--- config.mk ---
export PLATFORM = sky130hd
export DESIGN_NAME = mem_ctrl_flat
export DESIGN_NICKNAME = d
export VERILOG_FILES = /design/src/rtl/mem_ctrl_pkg.sv /design/src/rtl/mem_ctrl_if.sv /design/src/rtl/mem_ctrl_extend.sv /design/src/rtl/mem_ctrl.sv /design/src/flat_wrapper.sv
export SDC_FILE = /design/constraint.sdc
export NUM_CORES = 1
export LEC_CHECK = 0
export ABC_AREA = 1
export CORE_AREA = 2 2 147 149
export DETAILED_ROUTE_END_ITERATION = 8
export DIE_AREA = 0 0 149 151
export GPL_TIMING_DRIVEN = 0
export PLACE_DENSITY = 0.8
export SYNTH_ARGS = -nofsm -noshare
export SYNTH_HDL_FRONTEND = slang
export SYNTH_SLANG_ARGS = --single-unit
--- constraint.sdc ---
create_clock -name clk -period 3.59 [get_ports clk]
set_input_delay 0.718 -clock clk [delete_from_list [all_inputs] [get_ports clk]]
set_output_delay 0.718 -clock clk [all_outputs]
set_load 0.02 [all_outputs]
--- src/rtl/mem_ctrl_pkg.sv ---
// Shared types for the byte-serial unified-RAM controller: FSM states,
// access-length codes, requester ownership and a length normaliser.
package mem_ctrl_pkg;

  localparam int DATA_W = 32;
  localparam int BYTE_W = 8;

  typedef enum logic [1:0] {
    ST_IDLE  = 2'd0,
    ST_READ  = 2'd1,
    ST_WRITE = 2'd2,
    ST_DONE  = 2'd3
  } state_t;

  // The code value doubles as the byte count of the access.
  typedef enum logic [2:0] {
    LEN_B = 3'd1,
    LEN_H = 3'd2,
    LEN_W = 3'd4
  } len_t;

  typedef enum logic {
    OWN_IF  = 1'b0,
    OWN_MEM = 1'b1
  } owner_t;

  function automatic len_t norm_len(input logic [2:0] raw);
    case (raw)
      3'd1:    return LEN_B;
      3'd2:    return LEN_H;
      default: return LEN_W;
    endcase
  endfunction

endpackage

--- src/rtl/mem_ctrl_if.sv ---
// Requester and RAM-side signals of the memory controller; the controller
// uses the slave modport, the pipeline/RAM environment the master modport.
interface mem_ctrl_if #(
  parameter int ADDR_W = 32
);

  logic              if_req;
  logic [ADDR_W-1:0] if_addr;
  logic              if_done;
  logic [31:0]       if_data;

  logic              mem_load;
  logic              mem_save;
  logic [ADDR_W-1:0] mem_addr;
  logic [31:0]       mem_wdata;
  logic [2:0]        mem_len;
  logic              mem_signed;
  logic              mem_done;
  logic [31:0]       mem_rdata;

  logic [ADDR_W-1:0] ram_a;
  logic              ram_wr;
  logic [7:0]        ram_dout;
  logic [7:0]        ram_din;

  modport slave (
    input  if_req, if_addr, mem_load, mem_save, mem_addr, mem_wdata,
           mem_len, mem_signed, ram_din,
    output if_done, if_data, mem_done, mem_rdata, ram_a, ram_wr, ram_dout
  );

  modport master (
    output if_req, if_addr, mem_load, mem_save, mem_addr, mem_wdata,
           mem_len, mem_signed, ram_din,
    input  if_done, if_data, mem_done, mem_rdata, ram_a, ram_wr, ram_dout
  );

endinterface

--- src/rtl/mem_ctrl_extend.sv ---
// Combinational sign/zero extension of an assembled little-endian load word.
module mem_ctrl_extend
  import mem_ctrl_pkg::*;
(
  input  logic [31:0] raw,
  input  len_t        len,
  input  logic        sgn,
  output logic [31:0] word
);

  always_comb begin
    word = raw;
    case (len)
      LEN_B:   word = {{24{sgn & raw[7]}}, raw[7:0]};
      LEN_H:   word = {{16{sgn & raw[15]}}, raw[15:0]};
      default: word = raw;
    endcase
  end

endmodule

--- src/rtl/mem_ctrl.sv ---
// Arbitrates the byte-wide unified RAM between instruction fetch and the MEM
// stage, serialising 1/2/4-byte accesses into consecutive byte transfers.
module mem_ctrl
  import mem_ctrl_pkg::*;
#(
  parameter int ADDR_W = 32
) (
  input logic        clk,
  input logic        rst,
  mem_ctrl_if.slave  bus
);

  state_t            state_q, state_d;
  owner_t            owner_q, owner_d;
  len_t              len_q, len_d;
  logic              sgn_q, sgn_d;
  logic [2:0]        cnt_q, cnt_d;
  logic [ADDR_W-1:0] addr_q, addr_d;
  logic [31:0]       wdata_q, wdata_d;
  logic [31:0]       data_q, data_d;
  logic [ADDR_W-1:0] ram_a_q, ram_a_d;
  logic              ram_wr_q, ram_wr_d;
  logic [7:0]        ram_dout_q, ram_dout_d;
  logic [31:0]       if_data_q, if_data_d;
  logic [31:0]       mem_rdata_q, mem_rdata_d;

  logic [2:0]        len_n;
  logic [2:0]        cnt_nxt;
  logic [1:0]        cap_idx;
  logic [31:0]       asm_word;
  logic [31:0]       ext_word;
  logic [ADDR_W-1:0] req_addr;

  assign len_n   = len_q;
  assign cnt_nxt = cnt_q + 3'd1;
  assign cap_idx = 2'(cnt_q - 3'd1);

  // cnt_q is the index of the byte on ram_a; read data lags it by one cycle.
  always_comb begin
    asm_word = data_q;
    if (state_q == ST_READ && cnt_q != 3'd0) begin
      asm_word[{cap_idx, 3'b000} +: 8] = bus.ram_din;
    end
  end

  mem_ctrl_extend u_extend (
    .raw  (asm_word),
    .len  (len_q),
    .sgn  (sgn_q),
    .word (ext_word)
  );

  assign req_addr = (bus.mem_load || bus.mem_save) ? bus.mem_addr : bus.if_addr;

  // NOTE: every variable gets a default before the case so no path leaves
  // one unassigned, which would otherwise infer a latch.
  always_comb begin
    state_d     = state_q;
    owner_d     = owner_q;
    len_d       = len_q;
    sgn_d       = sgn_q;
    cnt_d       = cnt_q;
    addr_d      = addr_q;
    wdata_d     = wdata_q;
    data_d      = data_q;
    ram_a_d     = ram_a_q;
    ram_wr_d    = 1'b0;
    ram_dout_d  = ram_dout_q;
    if_data_d   = if_data_q;
    mem_rdata_d = mem_rdata_q;

    case (state_q)
      ST_IDLE: begin
        if (bus.mem_load || bus.mem_save || bus.if_req) begin
          addr_d  = req_addr;
          ram_a_d = req_addr;
          cnt_d   = 3'd0;
          data_d  = '0;
          if (bus.mem_load) begin
            owner_d = OWN_MEM;
            len_d   = norm_len(bus.mem_len);
            sgn_d   = bus.mem_signed;
            state_d = ST_READ;
          end else if (bus.mem_save) begin
            owner_d    = OWN_MEM;
            len_d      = norm_len(bus.mem_len);
            sgn_d      = 1'b0;
            wdata_d    = bus.mem_wdata;
            ram_wr_d   = 1'b1;
            ram_dout_d = bus.mem_wdata[7:0];
            state_d    = ST_WRITE;
          end else begin
            owner_d = OWN_IF;
            len_d   = LEN_W;
            sgn_d   = 1'b0;
            state_d = ST_READ;
          end
        end
      end

      ST_READ: begin
        data_d = asm_word;
        if (cnt_q == len_n) begin
          if (owner_q == OWN_IF) if_data_d = ext_word;
          else                   mem_rdata_d = ext_word;
          state_d = ST_DONE;
        end else begin
          if (cnt_nxt < len_n) ram_a_d = addr_q + ADDR_W'(cnt_nxt);
          cnt_d = cnt_nxt;
        end
      end

      ST_WRITE: begin
        if (cnt_nxt < len_n) begin
          ram_a_d    = addr_q + ADDR_W'(cnt_nxt);
          ram_wr_d   = 1'b1;
          ram_dout_d = wdata_q[{cnt_nxt[1:0], 3'b000} +: 8];
          cnt_d      = cnt_nxt;
        end else begin
          state_d = ST_DONE;
        end
      end

      ST_DONE: state_d = ST_IDLE;

      default: state_d = ST_IDLE;
    endcase
  end

  // NOTE: state registers use non-blocking assignments so every flop samples
  // its _d value from before the edge, independent of statement order.
  always_ff @(posedge clk) begin
    if (rst) begin
      state_q     <= ST_IDLE;
      owner_q     <= OWN_IF;
      len_q       <= LEN_B;
      sgn_q       <= 1'b0;
      cnt_q       <= '0;
      addr_q      <= '0;
      wdata_q     <= '0;
      data_q      <= '0;
      ram_a_q     <= '0;
      ram_wr_q    <= 1'b0;
      ram_dout_q  <= '0;
      if_data_q   <= '0;
      mem_rdata_q <= '0;
    end else begin
      state_q     <= state_d;
      owner_q     <= owner_d;
      len_q       <= len_d;
      sgn_q       <= sgn_d;
      cnt_q       <= cnt_d;
      addr_q      <= addr_d;
      wdata_q     <= wdata_d;
      data_q      <= data_d;
      ram_a_q     <= ram_a_d;
      ram_wr_q    <= ram_wr_d;
      ram_dout_q  <= ram_dout_d;
      if_data_q   <= if_data_d;
      mem_rdata_q <= mem_rdata_d;
    end
  end

  assign bus.if_done   = (state_q == ST_DONE) && (owner_q == OWN_IF);
  assign bus.mem_done  = (state_q == ST_DONE) && (owner_q == OWN_MEM);
  assign bus.if_data   = if_data_q;
  assign bus.mem_rdata = mem_rdata_q;
  assign bus.ram_a     = ram_a_q;
  assign bus.ram_wr    = ram_wr_q;
  assign bus.ram_dout  = ram_dout_q;

endmodule

--- src/flat_wrapper.sv ---
// flat-port wrapper written by rule: the top's interface ports become plain ports
module mem_ctrl_flat import mem_ctrl_pkg::*;
#(
  parameter int ADDR_W = 32
)
  (clk, rst, bus_if_req, bus_if_addr, bus_mem_load, bus_mem_save, bus_mem_addr, bus_mem_wdata, bus_mem_len, bus_mem_signed, bus_ram_din, bus_if_done, bus_if_data, bus_mem_done, bus_mem_rdata, bus_ram_a, bus_ram_wr, bus_ram_dout);
  mem_ctrl_if #(.ADDR_W(ADDR_W)) bus_i ();
  input logic clk;
  input logic rst;
  input wire logic [$bits(bus_i.if_req)-1:0] bus_if_req;
  input wire logic [$bits(bus_i.if_addr)-1:0] bus_if_addr;
  input wire logic [$bits(bus_i.mem_load)-1:0] bus_mem_load;
  input wire logic [$bits(bus_i.mem_save)-1:0] bus_mem_save;
  input wire logic [$bits(bus_i.mem_addr)-1:0] bus_mem_addr;
  input wire logic [$bits(bus_i.mem_wdata)-1:0] bus_mem_wdata;
  input wire logic [$bits(bus_i.mem_len)-1:0] bus_mem_len;
  input wire logic [$bits(bus_i.mem_signed)-1:0] bus_mem_signed;
  input wire logic [$bits(bus_i.ram_din)-1:0] bus_ram_din;
  output wire logic [$bits(bus_i.if_done)-1:0] bus_if_done;
  output wire logic [$bits(bus_i.if_data)-1:0] bus_if_data;
  output wire logic [$bits(bus_i.mem_done)-1:0] bus_mem_done;
  output wire logic [$bits(bus_i.mem_rdata)-1:0] bus_mem_rdata;
  output wire logic [$bits(bus_i.ram_a)-1:0] bus_ram_a;
  output wire logic [$bits(bus_i.ram_wr)-1:0] bus_ram_wr;
  output wire logic [$bits(bus_i.ram_dout)-1:0] bus_ram_dout;
  assign bus_i.if_req = bus_if_req;
  assign bus_i.if_addr = bus_if_addr;
  assign bus_i.mem_load = bus_mem_load;
  assign bus_i.mem_save = bus_mem_save;
  assign bus_i.mem_addr = bus_mem_addr;
  assign bus_i.mem_wdata = bus_mem_wdata;
  assign bus_i.mem_len = bus_mem_len;
  assign bus_i.mem_signed = bus_mem_signed;
  assign bus_i.ram_din = bus_ram_din;
  assign bus_if_done = bus_i.if_done;
  assign bus_if_data = bus_i.if_data;
  assign bus_mem_done = bus_i.mem_done;
  assign bus_mem_rdata = bus_i.mem_rdata;
  assign bus_ram_a = bus_i.ram_a;
  assign bus_ram_wr = bus_i.ram_wr;
  assign bus_ram_dout = bus_i.ram_dout;
  mem_ctrl #(.ADDR_W(ADDR_W)) u_core (.clk(clk), .rst(rst), .bus(bus_i));
endmodule
### Word-level counts from Yosys, hierarchy flattened

Cells that the tools add are included.

* equality and inequality tests: 15
* divide/modulo/power cells: 0
* shift-type cells: 3
* $add $sub $neg: 4
* order comparisons: 1
* bitwise logic cells: 4
* $mul: 0
* reduce and logical (&&, ||, !) cells: 19
* multiplexer cells: 35

Operator list (number)
* two-way mux 32 bit: 6
* case mux 32 bit (2 select lines): 2
* case mux 32 bit (3 select lines): 1
* adder 32 x 3 -> 32 bit: 1
* bitwise mux 32 bit: 1
* two-way mux 8 bit: 4
* variable shift 8 x 7 -> 32 bit, first input constant: 1
* variable part select 32 x 6 -> 8 bit: 1
* variable part select 8 x 7 -> 32 bit: 1
* case mux 8 bit (2 select lines): 1
* two-way mux 3 bit: 5
* AND reduction 3 bit: 4
* two-way mux 2 bit: 5
* inequality test 2 bit, second input constant: 5
* case mux 3 bit (3 select lines): 1
* case mux 2 bit (4 select lines): 1
* AND reduction 4 bit: 2
* negator 5 -> 7 bit: 1
* equality test 3 x 1 -> 1 bit, second input constant: 2
* equality test 3 x 2 -> 1 bit, second input constant: 2
* two-way mux 1 bit: 6
* case mux 3 bit (2 select lines): 1
* nonzero test 3 bit: 2
* AND reduction 5 bit: 1
* 15 further kinds: 24

* bits in read-only memories: 0
* bits in registers: 211
* output and inout bits: 107
* input bits: 113
* logic and storage cells: 94
* bits in writable memories: 0
* bits in latches: 0
* memories: 0

### Logic depth before layout (Yosys ltp)

* depth after elaboration: 7
* gate-level depth with buffers: 14
* mapped depth without buffers: 14

### Hierarchy

A second synthesis with hierarchy kept.

* cell total of the unflattened synthesis: 1528
* area total of the unflattened synthesis: 10482.6 um^2

Modules (own cells, without submodules)
* mem_ctrl: cells each 1455, area an instance 10072.2 um^2, times used 1, seq. area each 4224.1 um^2
* mem_ctrl_extend: cells each 73, area an instance 410.4 um^2, times used 1, seq. area each 0.0 um^2

### Worst setup path after synthesis

No wires, ideal clock.

* kind: reg-to-reg
* start point: reg u_core.cnt_q[0]
* end point: reg u_core.ram_a_q[20] (netlist: u_core.bus.ram_a[20])
* path buffers: 0
* data required time: 3.520 ns
* setup slack: 1.059 ns
* clock period less this slack: 2.531 ns
* stages on the path, launching flop included: 14
* arrival: 2.461 ns
* library setup time: 0.070 ns
* cell sequence: dfxtp_1 > inv_2 > ha_1 > inv_1 > fa_1 > inv_1 > nand2_1 > nand2_1 > nand2_1 > nor2_1 > nand2_1 > xnor2_1 > nand2_1 > a21oi_1

* word-level cells in the longest chain between the ends: 5
* elaborated cells on any way between the ends: 9
* classes of those cells: 2 x add/sub; 1 x order compare; 2 x eq/ne; 3 x mux; 1 x reduce/logical

Ends and longest elaborated chain
* from (decl): RTL line mem_ctrl.sv:17 `logic [2:0] cnt_q, cnt_d;`
* from (signal assigned): RTL line mem_ctrl.sv:152 `cnt_q <= cnt_d;`
* adder 3 x 1 -> 3 bit: RTL line mem_ctrl.sv:35 `assign cnt_nxt = cnt_q + 3'd1;`
* adder 32 x 3 -> 32 bit or < comparator 3 bit (tied branches): RTL line mem_ctrl.sv:108, mem_ctrl.sv:115, mem_ctrl.sv:114
* two-way mux 32 bit: RTL line mem_ctrl.sv:108, mem_ctrl.sv:114
* two-way mux 32 bit: RTL line mem_ctrl.sv:103 `if (cnt_q == len_n) begin`
* case mux 32 bit (3 select lines): RTL line mem_ctrl.sv:72 `case (state_q)`
* to (signal assigned): RTL line mem_ctrl.sv:156 `ram_a_q <= ram_a_d;`
* to (decl): RTL line mem_ctrl.sv:21 `logic [ADDR_W-1:0] ram_a_q, ram_a_d;`

Parallel ways exist; a longest one is shown, timed or not. The select of a mux whose other input is x is not followed.
A chain may end at the register's enable or synchronous reset.

### Worst setup path in the final report

Ends and elaborated chain as after synthesis.

==> reports/summary.txt <==
worst reg2reg path startpoint: u_core.cnt_q[0]
Hold Vio Cnt, Final: 0
final net count: 1906
CTS H-tree depth: 1
Max FO, Critical Path: 9
Die Area: 0.02250 mm^2
Primary FF master, synth: dfxtp_1
Final period util: 92.13%
Rel. slew slack: 46.22%
Slew Limit Fails: 0
Reg clk slew, reported paths: 0.06 ns
Worst Max-Slew Pin Slew: 0.8067 ns
Routed Antenna Nets: 0
Arr. time, crit path: 3.75 ns
Fmax: 302.3 MHz
Synth top area share: 39.61%
Hold Path Sink: u_core.wdata_q[23]
CTS Buf Count: 23
Seq/Total Area, Yosys: 39.61%
HPWL Detailed: 25.62 mm
Synthesis Warnings: 0
Async S/R FF share, synth: 0%
largest net degree at the start of global routing: 14
MaxCap Viol Count: 0
#FFs+latches synth: 211
clk buf depth: 3
vias in the first global route: 10870
IO Count: 220
leakage power: 5.654 nW
drt drc: 0
Critical Path RT: 4.03 ns
# setup viols final: 0
Post-CTS Setup Inserts: 0
initial core utilization: 51.21%
CP Launch Type: flop
Post-Syn Nets: 1663
PD cells: 713.9 mW/mm^2
Reg2Reg Setup Slack: 0.28 ns
initial antenna violation count: 2
reg2reg end: u_core.bus.ram_a[20]
crit path time final: 3.307 ns
CP Class: reg -> reg
Core Region: 0.02082 mm^2
Placer Congestion: 1.016
Netlist Area Pre-Place: 0.01066 mm^2
ranking of synthesized cells by area: dfxtp_1 (40%), nand2_1 (14%), o21ai_0 (7.1%), nor2_1 (6.9%), a21oi_1 (6.5%)
worst setup margin: 0.2825 ns
DR iter-0 viols: 806
vias per cell: 5.416
area leader, netlist: dfxtp_1
final WL: 34.07 mm
first-pass GRT wire length: 54.32 mm
drt pass-1 iters: 7
unrepaired setup endpoints after global routing: false
TritonCTS clock tree: yes
worst-skew pair later-pin latency: 0.51 ns
Post-synth EDFFs: 0
Rows: 53
clock root buffer: clkbuf_16
Synth Instances: 1533
share of layout cells above drive strength 1: 9.050%
Layout area overhead: 30.72%
syn_area_per_cell: 6.956 um^2
Setup Skew: 0.006723 ns
filler instances: 1880
post_cts resized: 0
Die X: 149 um
status: finished clean
WL/cell: 16.49 um
hold buffer count at CTS: 0
worst slack, placed: 0.3874 ns
Distinct cells, synth: 45
critical path endpoint category: flop
hold_sp: u_core.wdata_q[23]
reg2reg path depth: 13
Fin Setup TNS: 0 ns
via count: 11190
hold depth: 2
gr ovfl total: 0
worst vdd ir: 0.4440 mV
# port buffers: 218
Sink Count: 211
total track usage: 30.06%
Hold Path Class: reg -> reg
Die Y-Extent: 151 um
## cell usage in the layout, fill, tap and decap left out, types with 3 or more instances in the layout
cell type,count
a211oi_1,17
a21oi_1,139
a21oi_2,17
a31oi_1,4
buf_2,19
buf_4,6
buf_6,12
clkbuf_1,47
clkbuf_16,23
clkbuf_8,5
clkdlybuf4s50_1,218
clkinv_2,4
dfxtp_1,211
ha_1,16
inv_1,103
inv_2,18
mux2i_1,16
nand2_1,394
nand2_2,12
nand2_4,7
nand3_1,55
nand3_2,16
nand4_1,4
nor2_1,197
nor2_2,4
nor2_4,3
o21ai_0,151
o21ai_1,18
o21bai_1,4
o22ai_1,16
o31ai_4,3
xnor2_1,4
xor2_1,4
## synth_stat cells, types with 4 or more instances
library cell / count
a31oi_1: 4
a211oi_1: 17
buf_4: 6
xnor2_1: 4
ha_1: 16
o21ai_0: 151
nand2_4: 7
o21bai_1: 4
o21ai_1: 18
inv_2: 18
o22ai_1: 16
nand3_2: 16
buf_2: 19
nand4_1: 4
a21oi_2: 17
buf_6: 12
nor2_1: 197
dfxtp_1: 211
mux2i_1: 16
clkbuf_1: 42
a21oi_1: 139
inv_1: 103
xor2_1: 4
nand2_2: 12
nand3_1: 55
nor2_2: 4
nand2_1: 394
## report_power, final
group          internal (mW)  switching (mW)  total, mW
combinational           1.55            2.84       4.40
sequential              2.83           0.349       3.18
clock                   1.42           0.955       2.38
total                   5.80            4.15       9.95
## kinds of logic after synthesis
group	share of synthesized area [%]
AO/OA/AOI/OAI	19.42
XOR/XNOR	0.6570
adder cells (fa/ha/maj)	2.065
buffers and inverters	8.917
flip-flops	39.61
multiplexers	1.502
AND/OR/NAND/NOR	27.83
## metal layers
metal  vias up  wire length [um]  global-route usage [%]  share of wire, %
met5         -                16                       0             0.047
met4         2              1298                   11.76               3.8
met3        91              2568                   4.970               7.5
met2       464             15950                   50.90                47
met1      5162             14230                   38.45                42
li1       5470                 -                       -                 -
## stage by stage
| stage | total power, mW | instances | instance area, um^2 | hold WS, ns | util (%) |
|---|---|---|---|---|---|
| CTS | 9.901 | 2065 | 13940 | 0.4546 | 66.93 |
| global placement | 7.447 | 2026 | 13190 | 0.4391 | 63.35 |
| finish | 9.951 | 2066 | 13940 | 0.4523 | 66.95 |
| floorplan | 5.916 | 1533 | 10660 | 0.4297 | - |
| global route | 10.55 | 2066 | 13940 | 0.4772 | 66.95 |
| detailed placement | 7.525 | 2026 | 13190 | 0.4459 | 63.35 |
## final cells by class
type	instances	area [um^2]	share of cell area (%)
inverters	125	475.5	3.411
repair buffers	218	2182	15.65
clock buffers	33	663.1	4.757
plain buffers	84	475.5	3.411
well taps	275	344.1	2.468
multi-input cells	1113	5489	39.38
flip-flops and latches	211	4224	30.30
diodes	1	2.502	0.01795
clock inverters	6	83.83	0.6014
## how the worst max path moves through the flow
stage | startpoint | end | slack, ns
floorplan | u_core.cnt_q[0] | u_core.bus.ram_a[20] | 1.06
global placement | u_core.cnt_q[0] | u_core.bus.ram_a[20] | 0.39
global route | u_core.cnt_q[0] | u_core.bus.ram_a[20] | 0.12
finish | u_core.cnt_q[0] | u_core.bus.ram_a[20] | 0.28
detailed placement | u_core.cnt_q[0] | u_core.bus.ram_a[20] | 0.39
CTS | u_core.cnt_q[0] | u_core.bus.ram_a[20] | 0.33
## critical path: stages (launching register included)
cell	delay [ns]
dfxtp_1	0.56
inv_2	0.19
ha_1	0.55
inv_1	0.17
fa_1	0.43
inv_1	0.08
nand2_1	0.06
nand2_1	0.13
nand2_1	0.07
nor2_1	0.45
nand2_1	0.13
xnor2_1	0.17
nand2_1	0.09
a21oi_1	0.16
## state kept, by name, summed over array words and instances, names as in the netlist, 3 cells and up
signal                flops
u_core.addr_q            32
u_core.bus.if_data       32
u_core.bus.mem_rdata     32
u_core.bus.ram_a         32
u_core.bus.ram_dout       8
u_core.cnt_q              3
u_core.data_q            32
u_core.len_n              3
u_core.wdata_q           32
(Power assumes the default switching activity.)
